File: src/rtl/sseg_pkg.sv
// Shared types, constants and the hex-to-segment table for the seven-segment scan controller.
package sseg_pkg;

  localparam logic [7:0] SEG_OFF = 8'hFF;
  localparam logic [3:0] AN_OFF  = 4'hF;

  typedef enum logic [0:0] {
    StBlank = 1'b0,
    StDrive = 1'b1
  } state_e;

  typedef struct packed {
    logic [15:0] digits;
    logic [3:0]  dp;
    logic [3:0]  en;
    logic        lzb;
  } disp_t;

  // Active-low {g,f,e,d,c,b,a}.
  function automatic logic [6:0] hex7(input logic [3:0] nib);
    logic [6:0] seg;
    unique case (nib)
      4'h0: seg = 7'h40;
      4'h1: seg = 7'h79;
      4'h2: seg = 7'h24;
      4'h3: seg = 7'h30;
      4'h4: seg = 7'h19;
      4'h5: seg = 7'h12;
      4'h6: seg = 7'h02;
      4'h7: seg = 7'h78;
      4'h8: seg = 7'h00;
      4'h9: seg = 7'h10;
      4'hA: seg = 7'h08;
      4'hB: seg = 7'h03;
      4'hC: seg = 7'h46;
      4'hD: seg = 7'h21;
      4'hE: seg = 7'h06;
      default: seg = 7'h0E;
    endcase
    return seg;
  endfunction

endpackage

File: src/rtl/sseg_hex_decode.sv
// Combinational nibble to active-low seven-segment pattern.
module sseg_hex_decode
  import sseg_pkg::*;
(
  input  logic [3:0] nibble_i,
  output logic [6:0] seg_o
);

  always_comb begin
    seg_o = hex7(nibble_i);
  end

endmodule

File: src/rtl/sseg_scan_ctrl.sv
// Four-digit seven-segment scan controller with blanking gap and double-buffered update port.
module sseg_scan_ctrl
  import sseg_pkg::*;
#(
  parameter int unsigned TICK_DIV  = 100000,
  parameter int unsigned BLANK_CYC = 1000
) (
  input  logic        clk,
  input  logic        reset,
  input  logic        upd_valid,
  output logic        upd_ready,
  input  logic [15:0] upd_digits,
  input  logic [3:0]  upd_dp,
  input  logic [3:0]  upd_en,
  input  logic        upd_lzb,
  output logic [3:0]  an,
  output logic [7:0]  sseg,
  output logic        frame_done
);

  localparam int unsigned CntW = $clog2(TICK_DIV);
  localparam logic [CntW-1:0] CntMax   = CntW'(TICK_DIV - 1);
  localparam logic [CntW-1:0] BlankLim = CntW'(BLANK_CYC);

  logic [CntW-1:0] cnt_q, cnt_d;
  logic [1:0]      idx_q, idx_d;
  state_e          state_q, state_d;
  logic            pend_q, pend_d;
  disp_t           pbuf_q, pbuf_d;
  disp_t           abuf_q, abuf_d;
  logic [3:0]      an_q, an_d;
  logic [7:0]      sseg_q, sseg_d;
  logic            frame_done_q, frame_done_d;

  logic            frame_end;
  logic            upper_zero;
  logic            lz_blank;
  logic            shown;
  logic [6:0]      seg_pat;

  sseg_hex_decode u_hex_decode (
    .nibble_i (abuf_q.digits[{idx_q, 2'b00} +: 4]),
    .seg_o    (seg_pat)
  );

  always_comb begin
    frame_end = (cnt_q == CntMax) && (idx_q == 2'd3);
    cnt_d     = cnt_q + 1'b1;
    idx_d     = idx_q;
    if (cnt_q == CntMax) begin
      cnt_d = '0;
      idx_d = idx_q + 2'd1;
    end
    state_d      = (cnt_d < BlankLim) ? StBlank : StDrive;
    frame_done_d = (cnt_d == CntMax) && (idx_d == 2'd3);
  end

  // Commit only ever happens with pend_q set and accept only with it clear, so they never collide.
  always_comb begin
    pend_d = pend_q;
    pbuf_d = pbuf_q;
    abuf_d = abuf_q;
    if (frame_end && pend_q) begin
      abuf_d = pbuf_q;
      pend_d = 1'b0;
    end else if (upd_valid && !pend_q) begin
      pbuf_d = '{digits: upd_digits, dp: upd_dp, en: upd_en, lzb: upd_lzb};
      pend_d = 1'b1;
    end
  end

  always_comb begin
    upper_zero = (abuf_q.digits >> {idx_q, 2'b00}) == 16'h0000;
    lz_blank   = abuf_q.lzb && (idx_q != 2'd0) && upper_zero && !abuf_q.dp[idx_q];
    shown      = abuf_q.en[idx_q] && !lz_blank;
    an_d       = AN_OFF;
    sseg_d     = SEG_OFF;
    if (state_q == StDrive && shown) begin
      an_d   = ~(4'b0001 << idx_q);
      sseg_d = {~abuf_q.dp[idx_q], seg_pat};
    end
  end

  always_ff @(posedge clk) begin
    if (reset) begin
      cnt_q        <= '0;
      idx_q        <= 2'd0;
      state_q      <= StBlank;
      pend_q       <= 1'b0;
      pbuf_q       <= '0;
      abuf_q       <= '0;
      an_q         <= AN_OFF;
      sseg_q       <= SEG_OFF;
      frame_done_q <= 1'b0;
    end else begin
      cnt_q        <= cnt_d;
      idx_q        <= idx_d;
      state_q      <= state_d;
      pend_q       <= pend_d;
      pbuf_q       <= pbuf_d;
      abuf_q       <= abuf_d;
      an_q         <= an_d;
      sseg_q       <= sseg_d;
      frame_done_q <= frame_done_d;
    end
  end

  assign upd_ready  = !pend_q;
  assign an         = an_q;
  assign sseg       = sseg_q;
  assign frame_done = frame_done_q;

endmodule

File: config.mk
export PLATFORM = sky130hd
export DESIGN_NAME = sseg_scan_ctrl
export DESIGN_NICKNAME = d
export VERILOG_FILES = /design/src/rtl/sseg_pkg.sv /design/src/rtl/sseg_hex_decode.sv /design/src/rtl/sseg_scan_ctrl.sv
export SDC_FILE = /design/constraint.sdc
export NUM_CORES = 1
export LEC_CHECK = 0
export ABC_AREA = 1
export CAP_MARGIN = 10
export CORE_MARGIN = 4
export CORE_UTILIZATION = 55
export CTS_BUF_LIST = sky130_fd_sc_hd__clkbuf_4 sky130_fd_sc_hd__clkbuf_8
export DETAILED_ROUTE_END_ITERATION = 6
export DONT_BUFFER_PORTS = 1
export PLACE_DENSITY = 0.81
export SLEW_MARGIN = 10
export SYNTH_ARGS = -nofsm -noshare
export SYNTH_HDL_FRONTEND = slang
export SYNTH_HIERARCHICAL = 1
export SYNTH_SLANG_ARGS = --single-unit
export TNS_END_PERCENT = 5
File: constraint.sdc
create_clock -name clk -period 2.7 [get_ports clk]
set_input_delay 0.135 -clock clk [delete_from_list [all_inputs] [get_ports clk]]
set_output_delay 0.135 -clock clk [all_outputs]
set_load 0.005 [all_outputs]
==> impl_metrics.ini, run 1 <==
[clock_tree]
ctsHoldBuffers = 27
htree_num_levels = 3
cts_tree = yes
clk_latency_ps = 370
clk_path_buf_depth = 2
cts_setup_buffers = 0
cts_buffers = 9
clkSinkCount = 84
cts_root_buf = clkbuf_8
clkTransAtPathRegs_ps = 100
cts_resized = 0

[hold_path]
whs_path_depth = 2
holdPathEnd = cnt_q[2]
hp-start = reset
hold_class = primary input to flip-flop

[critical_path]
worst_setup_path_end_kind = flip-flop
critical-path-top-delay-family = simple AND/OR/NAND/NOR gates
critical_path.max_fanout = 30
path_buf_inv = 1
worst-r2r-cell-count = 4
cp.arrival_ps = 2550
regToRegEndpoint = pbuf_q[10]
crit_type = flip-flop to flip-flop
cp_slowest_cell = nor2_1
cp-start-kind = flip-flop
cp.required_ps = 2940
cpPeakStageDelay_ps = 750
crit_path_cell_trace = nor2_1 -> inv_1 -> o21ai_0 -> a21oi_1
rr_startpoint = pend_q
ff2ff_setup_slack_ps = 390
critPathLaunch = pend_q
cp.depth = 4

[timing]
skew_ps = 18.3
hold_viol = 0
maxSlewHeadroom = 0.359
max_freq_ghz = 0.433
tightest_slew_ps = 958
fin_crit_sh = 0.855
setup_violations = 0
rsz0062_at_grt = false
slew_viol_final = 0
fin_crit_ps = 2310
fin_setup_tns_ps = 0
holdWs_ps = 49.6

[final_layout]
design_area_um2 = 4500
finalNonFillerCells = 684
final_nets = 623
n_fill_cell = 607
layout-drive-gt1-share = 0.0731
antenna_cells = 0
syn2layout_area_growth_pct = 12.9

[die]
core_area_um2 = 6910
die_w_um = 93.1
die-area_um2 = 8670
initial_core_util = 0.577
rows = 30
io_pins = 42
die_h_um = 93.1

[power]
p_int_mw = 1.69
p_comb_frac = 0.051
seq_power_share = 0.560
switchingPower_mw = 0.613
sw_frac_of_total = 0.266
vdd_drop_max_mv = 0.450
clock_power_share = 0.389
power.density_nw_per_um2 = 512
p_total_mw = 2.30
leakage_nw = 1.94

[place]
post-dp-hpwl_um = 5910
gp_congestion = 0.851
port_buffers = 0
placed_area_um2 = 4020
dp.cells = 641

[synth]
synth_nets = 602
ys_seq_area_frac = 0.422
synth.distinct_cells = 34
synth.largest_area_cell = dfxtp_1
synthesis.area_um2 = 3990
synth_area_leaders = dfxtp_1 (42%), nor2_1 (11%), nand2_1 (10%), inv_1 (6.5%), o21ai_0 (5.5%)
post-synth-top-area-fraction = 0.422
ys_warn_count = 6
synth-seq-cells = 84
syn_avg_cell_area_um2 = 7.09
syn_inst = 562

[detailed_routing]
wl_per_cell_um = 12.9
ant_nets = 0
drt-initial-drc-count = 253
vias_per_cell = 5.12
first_pass_iters = 4
drt_wl_total_um = 8840
drc = 0
vias = 3501

[global_routing]
grt_max_degree = 41
first_global_vias = 3232
grt_use_total = 0.219
antenna_found_initial = 0
overflow = 0
grt_pass1_wl_um = 15100

[job]
max-cap-violations = 0

[outcome]
outcome = finished clean
flip-flops by register name, indices dropped and copies added, names as in the netlist:
register / count
frame_done: 1
cnt_q: 17
abuf_q: 25
sseg: 8
idx_q: 2
an: 4
pbuf_q: 25
pend_q: 1
state_q: 1
Yosys cell counts (all sizes together):
library cell,number
a211oi,18
nor3,6
o21bai,3
xor2,1
buf,12
dfxtp,84
nand3,30
ha,12
inv,71
xnor2,1
clkbuf,11
a21oi,19
o21ai,46
o211ai,4
nand4,8
a41oi,1
nand2,111
or2,1
nand3b,1
nor2,121
o31ai,1
final cells by class:
type                            count  area (um^2)  area share
Clock buffer                        9          124      0.0275
Tap cell                           96          120      0.0267
Multi-Input combinational cell    384         1910       0.424
Inverter                           71          267      0.0592
Sequential cell                    84         1680       0.374
Timing Repair Buffer               33          325      0.0723
Clock inverter                      7         76.3      0.0170
per-layer routing:
layer  track usage  vias up  routed length (um)
li1              -     1826                   -
met5             0        -                   0
met1         0.293     1537                4190
met4        0.0879        0                 198
met2         0.334      119                3910
met3        0.0595       19                 543
layout by cell type, fill, tap and decap left out, types with 9 or more instances in the layout:
| master | netlist | layout |
|---|---|---|
| a211oi_1 | 11 | 11 |
| a21oi_1 | 19 | 19 |
| clkbuf_8 | 0 | 9 |
| dfxtp_1 | 84 | 84 |
| dlygate4sd3_1 | 0 | 26 |
| ha_1 | 12 | 12 |
| inv_1 | 69 | 69 |
| nand2_1 | 108 | 108 |
| nand3_1 | 28 | 28 |
| nor2_1 | 117 | 117 |
| o21ai_0 | 44 | 44 |
worst max-delay path by stage:
stage	end
final	pbuf_q[10]
after global placement	pbuf_q[4]
after detailed placement	pbuf_q[8]
after floorplan	sseg[3]
after global routing	pbuf_q[12]
after CTS	pbuf_q[8]
cell families (layout without fill, tap and decap cells):
kind of cell	after synthesis	after routing	share of synthesized area
buffers and inverters	94	120	0.0995
AND/OR/NAND/NOR	278	278	0.294
flip-flops	84	84	0.422
adder cells (fa/ha/maj)	12	12	0.0377
AO/OA/AOI/OAI	92	92	0.143
XOR/XNOR	2	2	0.00440
worst register-to-register path: cells and delay by family, from the launching register on:
family / cells / cell delay [ps]
simple gates: 1 / 750
compound gates: 2 / 400
buf+inv: 1 / 650
flops: 1 / 380
power groups by stage:
stage          sequential, mW  clock, mW  combinational [mW]
2_1_floorplan            1.31          0              0.0674
3_3_place_gp             1.32          0              0.0674
3_5_place_dp             1.32          0              0.0703
4_1_cts                  1.29      0.915               0.113
5_1_grt                  1.30      0.973               0.133
6_report                 1.29      0.897               0.117
per-stage QoR:
stage | setup WS [ps] | utilization
final | 392 | 0.652
after floorplan | 664 | -
after CTS | 419 | 0.652
after global routing | 79.0 | 0.652
after detailed placement | 424 | 0.582
after global placement | 438 | 0.582
Power figures use the tool's default switching activity.
==> run 2, diff against run 1 <==
==> constraint.sdc (replaced) <==
create_clock -name clk -period 2.66 [get_ports clk]
set_input_delay 0.133 -clock clk [delete_from_list [all_inputs] [get_ports clk]]
set_output_delay 0.133 -clock clk [all_outputs]
set_load 0.005 [all_outputs]
==> run 2 against run 1 <==
Critical path depth rose by 6. Worst hold slack improved by 6.4 ps. First-iteration DRC count rose by 1.2%. Count of clock-buffer cells in the layout rose by 1. Flip-flop and latch count did not move.
==> impl_metrics.ini, run 2 (synthesis results as in run 1) <==
[timing]
setup_slack_ps = 443
slew_viol_final = 0
fin_crit_sh = 0.834
tightest_slew_ps = 794
max_freq_ghz = 0.451
fin_crit_ps = 2220
fin_setup_tns_ps = 0
skew_ps = 14.3
holdWs_ps = 55.9
hold_viol = 0
maxSlewHeadroom = 0.470
setup_violations = 0
rsz0062_at_grt = false

[clock_tree]
htree_num_levels = 3
clkSinkCount = 84
clk_path_buf_depth = 2
clkTransAtPathRegs_ps = 90
cts_tree = yes
cts_buffers = 9
cts_root_buf = clkbuf_8
cts_setup_buffers = 0
clk_latency_ps = 370

[place]
post-dp-hpwl_um = 5880
port_buffers = 0
preCtsSetupSlack_ps = 345
gp_congestion = 0.863

[critical_path]
worst_setup_path_end_kind = flip-flop
cp_slowest_cell = dfxtp_1
path_buf_inv = 4
cp-start-kind = flip-flop
cp.arrival_ps = 2460
cpPeakStageDelay_ps = 750
critical_path.max_fanout = 21
crit_type = flip-flop to flip-flop
cp.required_ps = 2900
crit_path_cell_trace = inv_2 -> nor2_1 -> o31ai_1 -> buf_4 -> inv_1 -> ha_1 -> nand3_1 -> nand2_1 -> inv_1 -> nand2_1
critical-path-top-delay-family = flip-flops

[die]
initial_core_util = 0.577
core_area_um2 = 6910
die_h_um = 93.1
io_pins = 42
die-area_um2 = 8670
rows = 30
die_w_um = 93.1

[global_routing]
grt_pass1_wl_um = 15400
grt_max_degree = 40
antenna_found_initial = 0
grt_use_total = 0.220
first_global_vias = 3348
overflow = 0

[detailed_routing]
wl_per_cell_um = 13.0
vias_per_cell = 5.25
drt-initial-drc-count = 256
drc = 0
first_pass_iters = 6
vias = 3591
drt_wl_total_um = 8880
ant_nets = 0

[final_layout]
post-route-util = 0.652
antenna_cells = 0
final_nets = 623
reg.largest.list = abuf_q x25, pbuf_q x25, cnt_q x17
mostFrequentLayoutCells = nor2_1 (116), nand2_1 (108), dfxtp_1 (84)
layout_commonest_cell = nor2_1
layout-drive-gt1-share = 0.0748
syn2layout_area_growth_pct = 13.1

[power]
vdd_drop_max_mv = 0.636
power.density_nw_per_um2 = 528
leakage_nw = 1.94

[hold_path]
hold_class = primary input to flip-flop

[outcome]
outcome = finished clean

[job]
max-cap-violations = 0
-- run 2: worst paths after layout --
| check | start | end | slack (ps) | cells after the start |
|---|---|---|---|---|
| max reg2reg | idx_q[0] | sseg[1] | 440 | 10 |
| min | reset | cnt_q[14] | 60 | 2 |
| max | idx_q[0] | sseg[1] | 440 | 10 |
| min reg2reg | pbuf_q[4] | pbuf_q[4] | 460 | 2 |
-- run 2: final cells by class --
class,instances,area (um^2)
inverter,71,267
multi-input combinational,384,1910
clock inverter,6,71.3
tap,96,120
sequential,84,1680
fill,594,2400
clock buffer,10,131
timing repair buffer,33,325
-- run 2: metal layers --
metal	wire length [um]	up-vias	part of all wire	global-route usage
met5	0	-	0	0
met4	176	0	0.020	0.0830
met3	529	20	0.060	0.0459
met2	4020	113	0.45	0.349
met1	4160	1630	0.47	0.296
li1	-	1828	-	-
-- run 2: metrics by stage --
step | cells | instance area (um^2) | power [mW]
4_1_cts | 684 | 4500 | 2.39
3_5_place_dp | 641 | 4020 | 1.41
5_1_grt | 684 | 4510 | 2.46
2_1_floorplan | 562 | 3990 | 1.40
3_3_place_gp | 641 | 4020 | 1.41
6_report | 684 | 4510 | 2.38
-- run 2: what timing repair did --
item                                   4_1_cts  5_1_grt
setup endpoints to repair                    0        1
endpoints found under the hold margin       61        0
hold buffers                                27        0
gates resized for setup                      0        1
-- run 2: where the power goes --
group	internal (mW)	switching [mW]
Clock	0.453	0.497
Combinational	0.0528	0.0663
Sequential	1.29	0.0189
